--- src/rtl/div_sched_pkg.sv ---
// div_sched_pkg: shared state encoding, default width and saturation constants
// for the shared-divider scheduler.
package div_sched_pkg;

  localparam int DEF_DATA_W = 21;

  typedef enum logic [1:0] {
    IDLE = 2'd0,
    RUN  = 2'd1,
    RESP = 2'd2
  } state_t;

  localparam logic [20:0] Q_MAX = 21'h0FFFFF;
  localparam logic [20:0] Q_MIN = 21'h100000;

  // Saturated quotient returned for x/0, chosen by the sign of the dividend.
  function automatic logic [20:0] sat_quot(input logic neg);
    return neg ? Q_MIN : Q_MAX;
  endfunction

endpackage

--- src/rtl/rr_arbiter.sv ---
// rr_arbiter: combinational round-robin pick; the search starts just after ptr
// and wraps, so the requester at ptr has the lowest priority.
module rr_arbiter #(
  parameter int NUM_REQ = 4,
  parameter int IDX_W   = $clog2(NUM_REQ)
) (
  input  logic [NUM_REQ-1:0] req,
  input  logic [IDX_W-1:0]   ptr,
  output logic [NUM_REQ-1:0] grant,
  output logic [IDX_W-1:0]   idx
);

  logic [IDX_W-1:0] cand;

  // Walk from the farthest candidate to the nearest so the nearest hit wins.
  always_comb begin
    grant = '0;
    idx   = '0;
    cand  = '0;
    for (int k = NUM_REQ; k >= 1; k--) begin
      cand = IDX_W'((int'(ptr) + k) % NUM_REQ);
      if (req[cand]) begin
        grant       = '0;
        grant[cand] = 1'b1;
        idx         = cand;
      end
    end
  end

endmodule

--- src/rtl/div_share_scheduler.sv ---
// div_share_scheduler: shares one open/finish divider among NUM_REQ requesters.
// Optional macro DIV_ZERO_GUARD_EN: x/0 bypasses the divider with a saturated quotient.
module div_share_scheduler
  import div_sched_pkg::*;
#(
  parameter int NUM_REQ = 4,
  parameter int DATA_W  = DEF_DATA_W
) (
  input  logic                      clk,
  input  logic                      rst_n,
  input  logic [NUM_REQ-1:0]        req_valid,
  output logic [NUM_REQ-1:0]        req_ready,
  input  logic [NUM_REQ*DATA_W-1:0] req_dividend,
  input  logic [NUM_REQ*DATA_W-1:0] req_divisor,
  output logic [NUM_REQ-1:0]        rsp_valid,
  input  logic [NUM_REQ-1:0]        rsp_ready,
  output logic [DATA_W-1:0]         rsp_quotient,
  output logic                      rsp_div0,
  output logic                      div_open,
  output logic [DATA_W-1:0]         div_dividend,
  output logic [DATA_W-1:0]         div_divisor,
  input  logic                      div_finish,
  input  logic [DATA_W-1:0]         div_quotient,
  output logic                      busy
);

  localparam int IDX_W = $clog2(NUM_REQ);

  state_t             state_reg, state_next;
  logic [IDX_W-1:0]   ptr_reg, grant_idx_reg;
  logic [NUM_REQ-1:0] arb_grant;
  logic [IDX_W-1:0]   arb_idx;
  logic [DATA_W-1:0]  dividend_arr [NUM_REQ];
  logic [DATA_W-1:0]  divisor_arr  [NUM_REQ];
  logic [DATA_W-1:0]  sel_dividend, sel_divisor;
  logic               accept, finish, consume;
`ifdef DIV_ZERO_GUARD_EN
  logic               zero_div;
`endif

  for (genvar gi = 0; gi < NUM_REQ; gi++) begin : g_unpack
    assign dividend_arr[gi] = req_dividend[gi*DATA_W +: DATA_W];
    assign divisor_arr[gi]  = req_divisor[gi*DATA_W +: DATA_W];
  end

  assign sel_dividend = dividend_arr[arb_idx];
  assign sel_divisor  = divisor_arr[arb_idx];

  rr_arbiter #(.NUM_REQ(NUM_REQ)) u_arb (
    .req   (req_valid),
    .ptr   (ptr_reg),
    .grant (arb_grant),
    .idx   (arb_idx)
  );

  always_comb begin
    state_next = state_reg;
    accept     = 1'b0;
    finish     = 1'b0;
    consume    = 1'b0;
`ifdef DIV_ZERO_GUARD_EN
    zero_div   = 1'b0;
`endif
    case (state_reg)
      IDLE: begin
        if (|req_valid) begin
          accept     = 1'b1;
          state_next = RUN;
`ifdef DIV_ZERO_GUARD_EN
          if (sel_divisor == '0) begin
            zero_div   = 1'b1;
            state_next = RESP;
          end
`endif
        end
      end
      RUN: begin
        if (div_finish) begin
          finish     = 1'b1;
          state_next = RESP;
        end
      end
      RESP: begin
        // Only the granted line can retire the response.
        if (rsp_ready[grant_idx_reg]) begin
          consume    = 1'b1;
          state_next = IDLE;
        end
      end
      default: state_next = IDLE;
    endcase
  end

  always_ff @(posedge clk or negedge rst_n) begin
    if (!rst_n) begin
      state_reg     <= IDLE;
      ptr_reg       <= IDX_W'(NUM_REQ - 1);
      grant_idx_reg <= '0;
      req_ready     <= '0;
      rsp_valid     <= '0;
      rsp_quotient  <= '0;
      rsp_div0      <= 1'b0;
      div_open      <= 1'b0;
      div_dividend  <= '0;
      div_divisor   <= '0;
      busy          <= 1'b0;
    end else begin
      state_reg <= state_next;
      busy      <= (state_next != IDLE);
      req_ready <= accept ? arb_grant : '0;
      if (accept) begin
        grant_idx_reg <= arb_idx;
        div_dividend  <= sel_dividend;
        div_divisor   <= sel_divisor;
        div_open      <= 1'b1;
      end
      if (finish) begin
        rsp_quotient <= div_quotient;
        rsp_div0     <= 1'b0;
        div_open     <= 1'b0;
        rsp_valid    <= NUM_REQ'(1) << grant_idx_reg;
      end
      if (consume) begin
        rsp_valid <= '0;
        ptr_reg   <= grant_idx_reg;
      end
`ifdef DIV_ZERO_GUARD_EN
      // Overrides the open set by accept: the divider never sees a zero divisor.
      if (zero_div) begin
        div_open     <= 1'b0;
        rsp_valid    <= arb_grant;
        rsp_quotient <= DATA_W'(sat_quot(sel_dividend[DATA_W-1]));
        rsp_div0     <= 1'b1;
      end
`endif
    end
  end

endmodule

--- config.mk ---
export PLATFORM = sky130hd
export DESIGN_NAME = div_share_scheduler
export DESIGN_NICKNAME = d
export VERILOG_FILES = /design/src/rtl/div_sched_pkg.sv /design/src/rtl/rr_arbiter.sv /design/src/rtl/div_share_scheduler.sv
export SDC_FILE = /design/constraint.sdc
export NUM_CORES = 1
export LEC_CHECK = 0
export ABC_AREA = 0
export CAP_MARGIN = 10
export CELL_PAD_IN_SITES_DETAIL_PLACEMENT = 0
export CELL_PAD_IN_SITES_GLOBAL_PLACEMENT = 1
export CORE_UTILIZATION = 29
export DETAILED_ROUTE_END_ITERATION = 8
export MAX_ROUTING_LAYER = met4
export PLACE_DENSITY_LB_ADDON = 0.1
export SYNTH_ARGS = -nofsm -noshare
export SYNTH_HDL_FRONTEND = slang
export SYNTH_SLANG_ARGS = --single-unit
export TNS_END_PERCENT = 20
--- constraint.sdc ---
create_clock -name clk -period 3.27 [get_ports clk]
set_input_delay 0.327 -clock clk [delete_from_list [all_inputs] [get_ports clk]]
set_output_delay 0.327 -clock clk [all_outputs]
set_load 0.005 [all_outputs]
# Word-level counts from Yosys, hierarchy flattened

Index checks and enable logic that the tools add are counted.

Shift operators: 1
Reductions and logical operators: 9
Mux-type cells: 47
Eq/ne operators: 2
Add/sub/neg operators: 4
Order comparisons: 10
Bitwise gates (word level): 1

Operators with widths:

| kind                                                        | number |
|---|---|
| binary-select mux 21 bit (select 2 bit)                     | 2 |
| two-way mux 21 bit                                          | 4 |
| two-way mux 4 bit                                           | 7 |
| two-way mux 1 bit                                           | 17 |
| less-than comparator 2 x 3 -> 1 bit (second input constant) | 5 |
| two-way mux 2 bit                                           | 7 |
| binary-select mux 1 bit (select 2 bit)                      | 5 |
| demux 1 bit (select 2 bit)                                  | 4 |
| >= comparator 2 x 1 -> 1 bit (second input constant)        | 4 |
| one-hot mux 2 bit (3 select lines)                          | 1 |
| nonzero test 2 bit                                          | 3 |
| adder 2 x 1 -> 2 bit (second input constant)                | 2 |
| adder 2 bit (second input constant)                         | 2 |
| logical AND 1 bit                                           | 4 |
| OR reduction 4 bit                                          | 1 |
| left shift 1 x 2 -> 4 bit (first input constant)            | 1 |
| >= comparator 3 bit (second input constant)                 | 1 |
| NOT 2 -> 3 bit                                              | 1 |
| == test 2 x 1 -> 1 bit (second input constant)              | 1 |
| == test 2 bit (second input constant)                       | 1 |
| logical NOT 2 bit                                           | 1 |

Input port bits: 200
Word-level logic and storage cells: 84
Flip-flop bits (word level): 79
Output and inout port bits: 74

# Logic depth before layout (Yosys ltp)

Gate-level depths: netlist (run 1).

Depth after elaboration: 11
Depth in mapped cells: 11
Mapped depth without buffers: 8

# By module

From an unflattened synthesis (run 1), not the netlist that was laid out.

Cell total of the unflattened synthesis: 300
Area, all modules: 4519.3 µm²

By module, submodules not included:

| module              | seq. area each (µm²) | area an instance (µm²) | cells an instance | instances |
|---|---|---|---|---|
| div_share_scheduler | 1979.4               | 4093.9                 | 243               | 1 |
| rr_arbiter          | 0.0                  | 425.4                  | 57                | 1 |

# Worst setup path after synthesis (run 1)

No wires, ideal clock.

Path kind: register to register
From: reg ptr_reg[0]
To: reg div_dividend[12]
Cell stages (with the launch flop): 11
Required time: 3129 ps
Setup slack: 481 ps
Path buffers: 2
Setup time: 141 ps
Data arrival time: 2648 ps
Path through: dfstp_2 > buf_2 > inv_1 > ha_1 > mux4_2 > nor2b_2 > o21ai_2 > buf_2 > mux2_1 > o221ai_1 > a31oi_1

Word-level cells in the longest chain between the ends: 11
Elaborated cells on any way between the ends: 20

RTL lines:

| element                                                 | RTL line                   | source |
|---|---|---|
| start, declared                                         | div_share_scheduler.sv:30  | `logic [IDX_W-1:0] ptr_reg, grant_idx_reg;` |
| start signal, assigned                                  | div_share_scheduler.sv:97  | `ptr_reg <= IDX_W'(NUM_REQ - 1);` |
| start signal, assigned                                  | div_share_scheduler.sv:125 | `ptr_reg <= grant_idx_reg;` |
| adder 2 x 1 -> 2 bit                                    | rr_arbiter.sv:21           | `cand = IDX_W'((int'(ptr) + k) % NUM_REQ);` |
| binary-select mux 1 bit (select 2 bit)                  | rr_arbiter.sv:22           | `if (req[cand]) begin` |
| two-way mux 1 bit (implied by the code)                 | rr_arbiter.sv:22           |  |
| two-way mux 2 bit (3 in a row)                          | rr_arbiter.sv:22           |  |
| two-way mux 2 bit *                                     | rr_arbiter.sv:22           |  |
| NOT 2 -> 3 bit (implied by the code) *                  | div_share_scheduler.sv:46  | `assign sel_dividend = dividend_arr[arb_idx];` |
| binary-select mux 21 bit (select 2 bit) *               | div_share_scheduler.sv:46  |  |
| two-way mux 21 bit (implied by the code) * (2 in a row) | div_share_scheduler.sv:46  |  |
| end signal, assigned                                    | div_share_scheduler.sv:113 | `div_dividend <= sel_dividend;` |
| end, declared                                           | div_share_scheduler.sv:20  | `output logic [DATA_W-1:0] div_dividend,` |

Mark *: on every way between the ends. The rest lies on a longest branch, timed or not. The select of a mux whose other input is x is not followed.
A chain may end at the register's enable or synchronous reset.

# Final worst setup path (run 1)

From: reg ptr_reg[0]
To: reg div_divisor[11]

Word-level cells in the longest chain between the ends: 11
Elaborated cells on any way between the ends: 20

RTL lines:

| element                                                 | RTL line                   | source |
|---|---|---|
| adder 2 x 1 -> 2 bit                                    | rr_arbiter.sv:21           |  |
| binary-select mux 1 bit (select 2 bit)                  | rr_arbiter.sv:22           |  |
| two-way mux 1 bit (implied by the code)                 | rr_arbiter.sv:22           |  |
| two-way mux 2 bit (3 in a row)                          | rr_arbiter.sv:22           |  |
| two-way mux 2 bit *                                     | rr_arbiter.sv:22           |  |
| NOT 2 -> 3 bit (implied by the code) *                  | div_share_scheduler.sv:47  | `assign sel_divisor = divisor_arr[arb_idx];` |
| binary-select mux 21 bit (select 2 bit) *               | div_share_scheduler.sv:47  |  |
| two-way mux 21 bit (implied by the code) * (2 in a row) | div_share_scheduler.sv:47  |  |
| end signal, assigned                                    | div_share_scheduler.sv:114 | `div_divisor <= sel_divisor;` |
| end, declared                                           | div_share_scheduler.sv:21  | `output logic [DATA_W-1:0] div_divisor,` |

Marked as above.

==> out/qor.tcl, run 1 <==
set qor(placement.setup.worst_slack_ps) 200
set qor(timing.critical_path.slowest_cell_delay_ps) 650
set qor(finalWeightedCongestion) 0.842
set qor(die_height_um) 137
set qor(htree_num_levels) 3
set qor(floorplan.core_area_um2) 17500
set qor(global_route.overflow_total) 0
set qor(drive_above_1_share) 0.100
set qor(timing.critical_path.cells) {inv_1 -> ha_1 -> mux4_2 -> nand2b_1 -> buf_4 -> nand2_1 -> mux2_1 -> o221ai_1 -> a31oi_1}
set qor(detailed_place_hpwl_um) 13300
set qor(final.min_clock_period_ps) 3090
set qor(clock_latency_ps) 350
set qor(worstMarginPinSlew_ps) 1080
set qor(diodes) 0
set qor(worst-endpoint-required_ps) 3490
set qor(drt-initial-drc-count) 181
set qor(postCtsHoldBufs) 0
set qor(postRouteAntennaNets) 0
set qor(rows) 48
set qor(cts_repair_resize_count) 0
set qor(use_met3) 0.0459
set qor(setup.worst_path.end_class) {flip-flop}
set qor(fillCellCount) 1597
set qor(design.die.area_um2) 18700
set qor(max_cap_violations) 0
set qor(antenna_found_initial) 0
set qor(tritoncts_clock_tree) {yes}
set qor(final_net_count) 990
set qor(yosys.area.top_type) {sky130_fd_sc_hd__dfrtp_1}
set qor(critical_path_arrival_ps) 3310
set qor(ir_drop_v) 0.000529
set qor(grt_start_max_net_pins) 80
set qor(grt_busiest_layer) {met2}
set qor(critical_path_peak_fanout) 12
set qor(reg2regPathDepth) 9
set qor(netlist_instances) 529
set qor(powerDensity_nw_per_um2) 931
set qor(initial_utilization) 0.301
set qor(reported_leakage_power_nw) 3.48
set qor(ys_async_sr_fraction) 1.00
set qor(grt_usage) 0.204
set qor(max_slew_margin) 0.280
set qor(layout.core_utilization) 0.486
set qor(die_width_um) 137
set qor(drcViolationCount) 0
set qor(startpoint_type) {flip-flop}
set qor(synth.cell_area_um2) 5260
set qor(number_of_storage_elements_in_the_synthesis_netlist) 79
set qor(io-pin-count) 274
set qor(area.growth.synth_to_final_pct) 61.6
set qor(synth_enable_flop_cells) 0
set qor(timing.final.setup_violations) 0
set qor(post_cts_setup_inserts) 0
set qor(finalCritPeriodShare) 0.945
set qor(yosys_most_used_dff) {sky130_fd_sc_hd__dfrtp_1}
set qor(clock.fmax_mhz) 323
set qor(grtUsageMet2) 0.349
set qor(slew_violations) 0
set qor(grt_setup_unrepaired) {false}
set qor(router_iterations_before_antenna_repair) 4
set qor(run_status) {finished, final reports clean}
set qor(largestRegisters) {div_dividend x21, div_divisor x21, rsp_quotient x21}
set qor(finalWorstSetupSlack_ps) 179
set qor(hold_path_class) {primary input to asynchronous set/reset pin}
set qor(first_global_vias) 5436
set qor(clockBufferDepth) 2
set qor(sequential_cell_area_um2) 1980
set qor(finalHoldViolations) 0
set qor(synth_top_area_frac) 0.367
set qor(wire_per_inst_um) 18.1
set qor(cts_num_sinks) 79
set qor(wirelength_um) 18400
set qor(cts.clk_slew.worst_paths_ps) 70
set qor(grt_pass1_wl_um) 28100
set qor(synthDistinctLibCells) 44
set qor(syn-mean-instance-area_um2) 9.93
set qor(clockRootBuffer) {sky130_fd_sc_hd__clkbuf_16}
set qor(leading_cell_types_by_total_area_after_synthesis) {sky130_fd_sc_hd__dfrtp_1 37%, sky130_fd_sc_hd__mux2i_1 12%, sky130_fd_sc_hd__o211ai_1 6.7%}
set qor(synthMostInstantiatedCell) {sky130_fd_sc_hd__dfrtp_1}
set qor(dr_total_vias) 5216
set qor(skew_ps) 12.2
set qor(use_met1) 0.239
set qor(synth_nets) 735
set qor(fin_tns_setup_ps) 0
set qor(synth_common_cells) {77 x sky130_fd_sc_hd__dfrtp_1, 72 x sky130_fd_sc_hd__nand2_1, 64 x sky130_fd_sc_hd__mux2i_1}
set qor(ys_seq_area_frac) 0.377
set qor(io_buffer_count) 272
set qor(worst_path_max_delay_cell) {sky130_fd_sc_hd__dfstp_2}
set qor(num_cts_buffers) 9
set qor(criticalPathCategory) {flip-flop to flip-flop}
set qor(yosysWarningCount) 0
set qor(detail_route.vias_per_cell) 5.14
set qor(multi_input_gate_area_in_the_final_layout_um2) 3060
==> per-stage QoR <==
stage / std cells / area, um2 / power [mW] / hold WS, ps
5_1_grt: 1014 / 8490 / 8.55 / 263
2_1_floorplan: 529 / 5260 / 4.92 / 31.4
6_report: 1014 / 8490 / 7.91 / 173
3_5_place_dp: 998 / 8200 / 6.98 / 469
3_3_place_gp: 998 / 8200 / 6.87 / 458
4_1_cts: 1014 / 8490 / 8.02 / 217
==> cell type report <==
cell class,count,share of cell area
clock buffers,10,0.0281
clock inverters,6,0.00604
inverters,3,0.00133
multi-input cells,401,0.360
flip-flops and latches,79,0.233
well taps,225,0.0332
repair buffers,290,0.338
==> report_power, final <==
group | leakage (nW) | switching (mW) | internal [mW] | total [mW]
clock network | 0.146 | 0.459 | 0.550 | 1.01
registers | 0.945 | 0.296 | 1.49 | 1.79
logic | 2.39 | 2.49 | 2.61 | 5.11
total | 3.48 | 3.25 | 4.66 | 7.91
==> cell usage in the layout (no fill, tap or decap), drive strengths merged, types with 17 or more instances in the layout <==
master         netlist  routed
o211ai              47      47
dfrtp               77      77
clkdlybuf4s50        0     271
nand2               72      72
mux2i               65      65
mux2                47      47
o21ai               24      24
nand4               30      30
o21bai              17      17
buf                 19      19
==> cell families after synthesis <==
logic type,count (synthesis),share of synthesized area
AOI/OAI and AO/OA,140,0.194
adders and majority gates,6,0.0143
buffers and inverters,49,0.0436
DFF,79,0.377
muxes,116,0.245
other,1,0.000714
and+or+nand+nor,138,0.126
==> worst paths after layout <==
path                                  from         endpoint  slack [ps]
worst max-delay path            ptr_reg[0]  div_divisor[11]         180
worst min-delay path                 rst_n  rsp_quotient[8]         170
worst max register to register  ptr_reg[0]  div_divisor[11]         180
worst min register to register    div_open         div_open         480
max in group asynchronous            rst_n  div_divisor[17]        2430
min in group clk                  div_open         div_open         480
==> routing by layer <==
metal  up-vias  wire, um
li1       2510         -
met4         0       179
met1      2491      7920
met5         -         0
met3        14      1380
met2       201      8890
==> critical path, delay by kind of cell, from the launching register on <==
| family | cells | cell delay [ps] |
|---|---|---|
| and+or+nand+nor | 2 | 520 |
| buffers and inverters | 2 | 370 |
| DFF | 1 | 650 |
| adders and majority gates | 1 | 360 |
| muxes | 2 | 810 |
| AOI/OAI and AO/OA | 2 | 260 |
Note: power is estimated with default switching activity, not from simulation.
==> inputs of run 2 (changes only) <==
- GPL_ROUTABILITY_DRIVEN: unset -> 0
- SLEW_MARGIN: unset -> 10
==> results of run 2 <==
Final layout, timing and power as in run 1 (identical DEF).
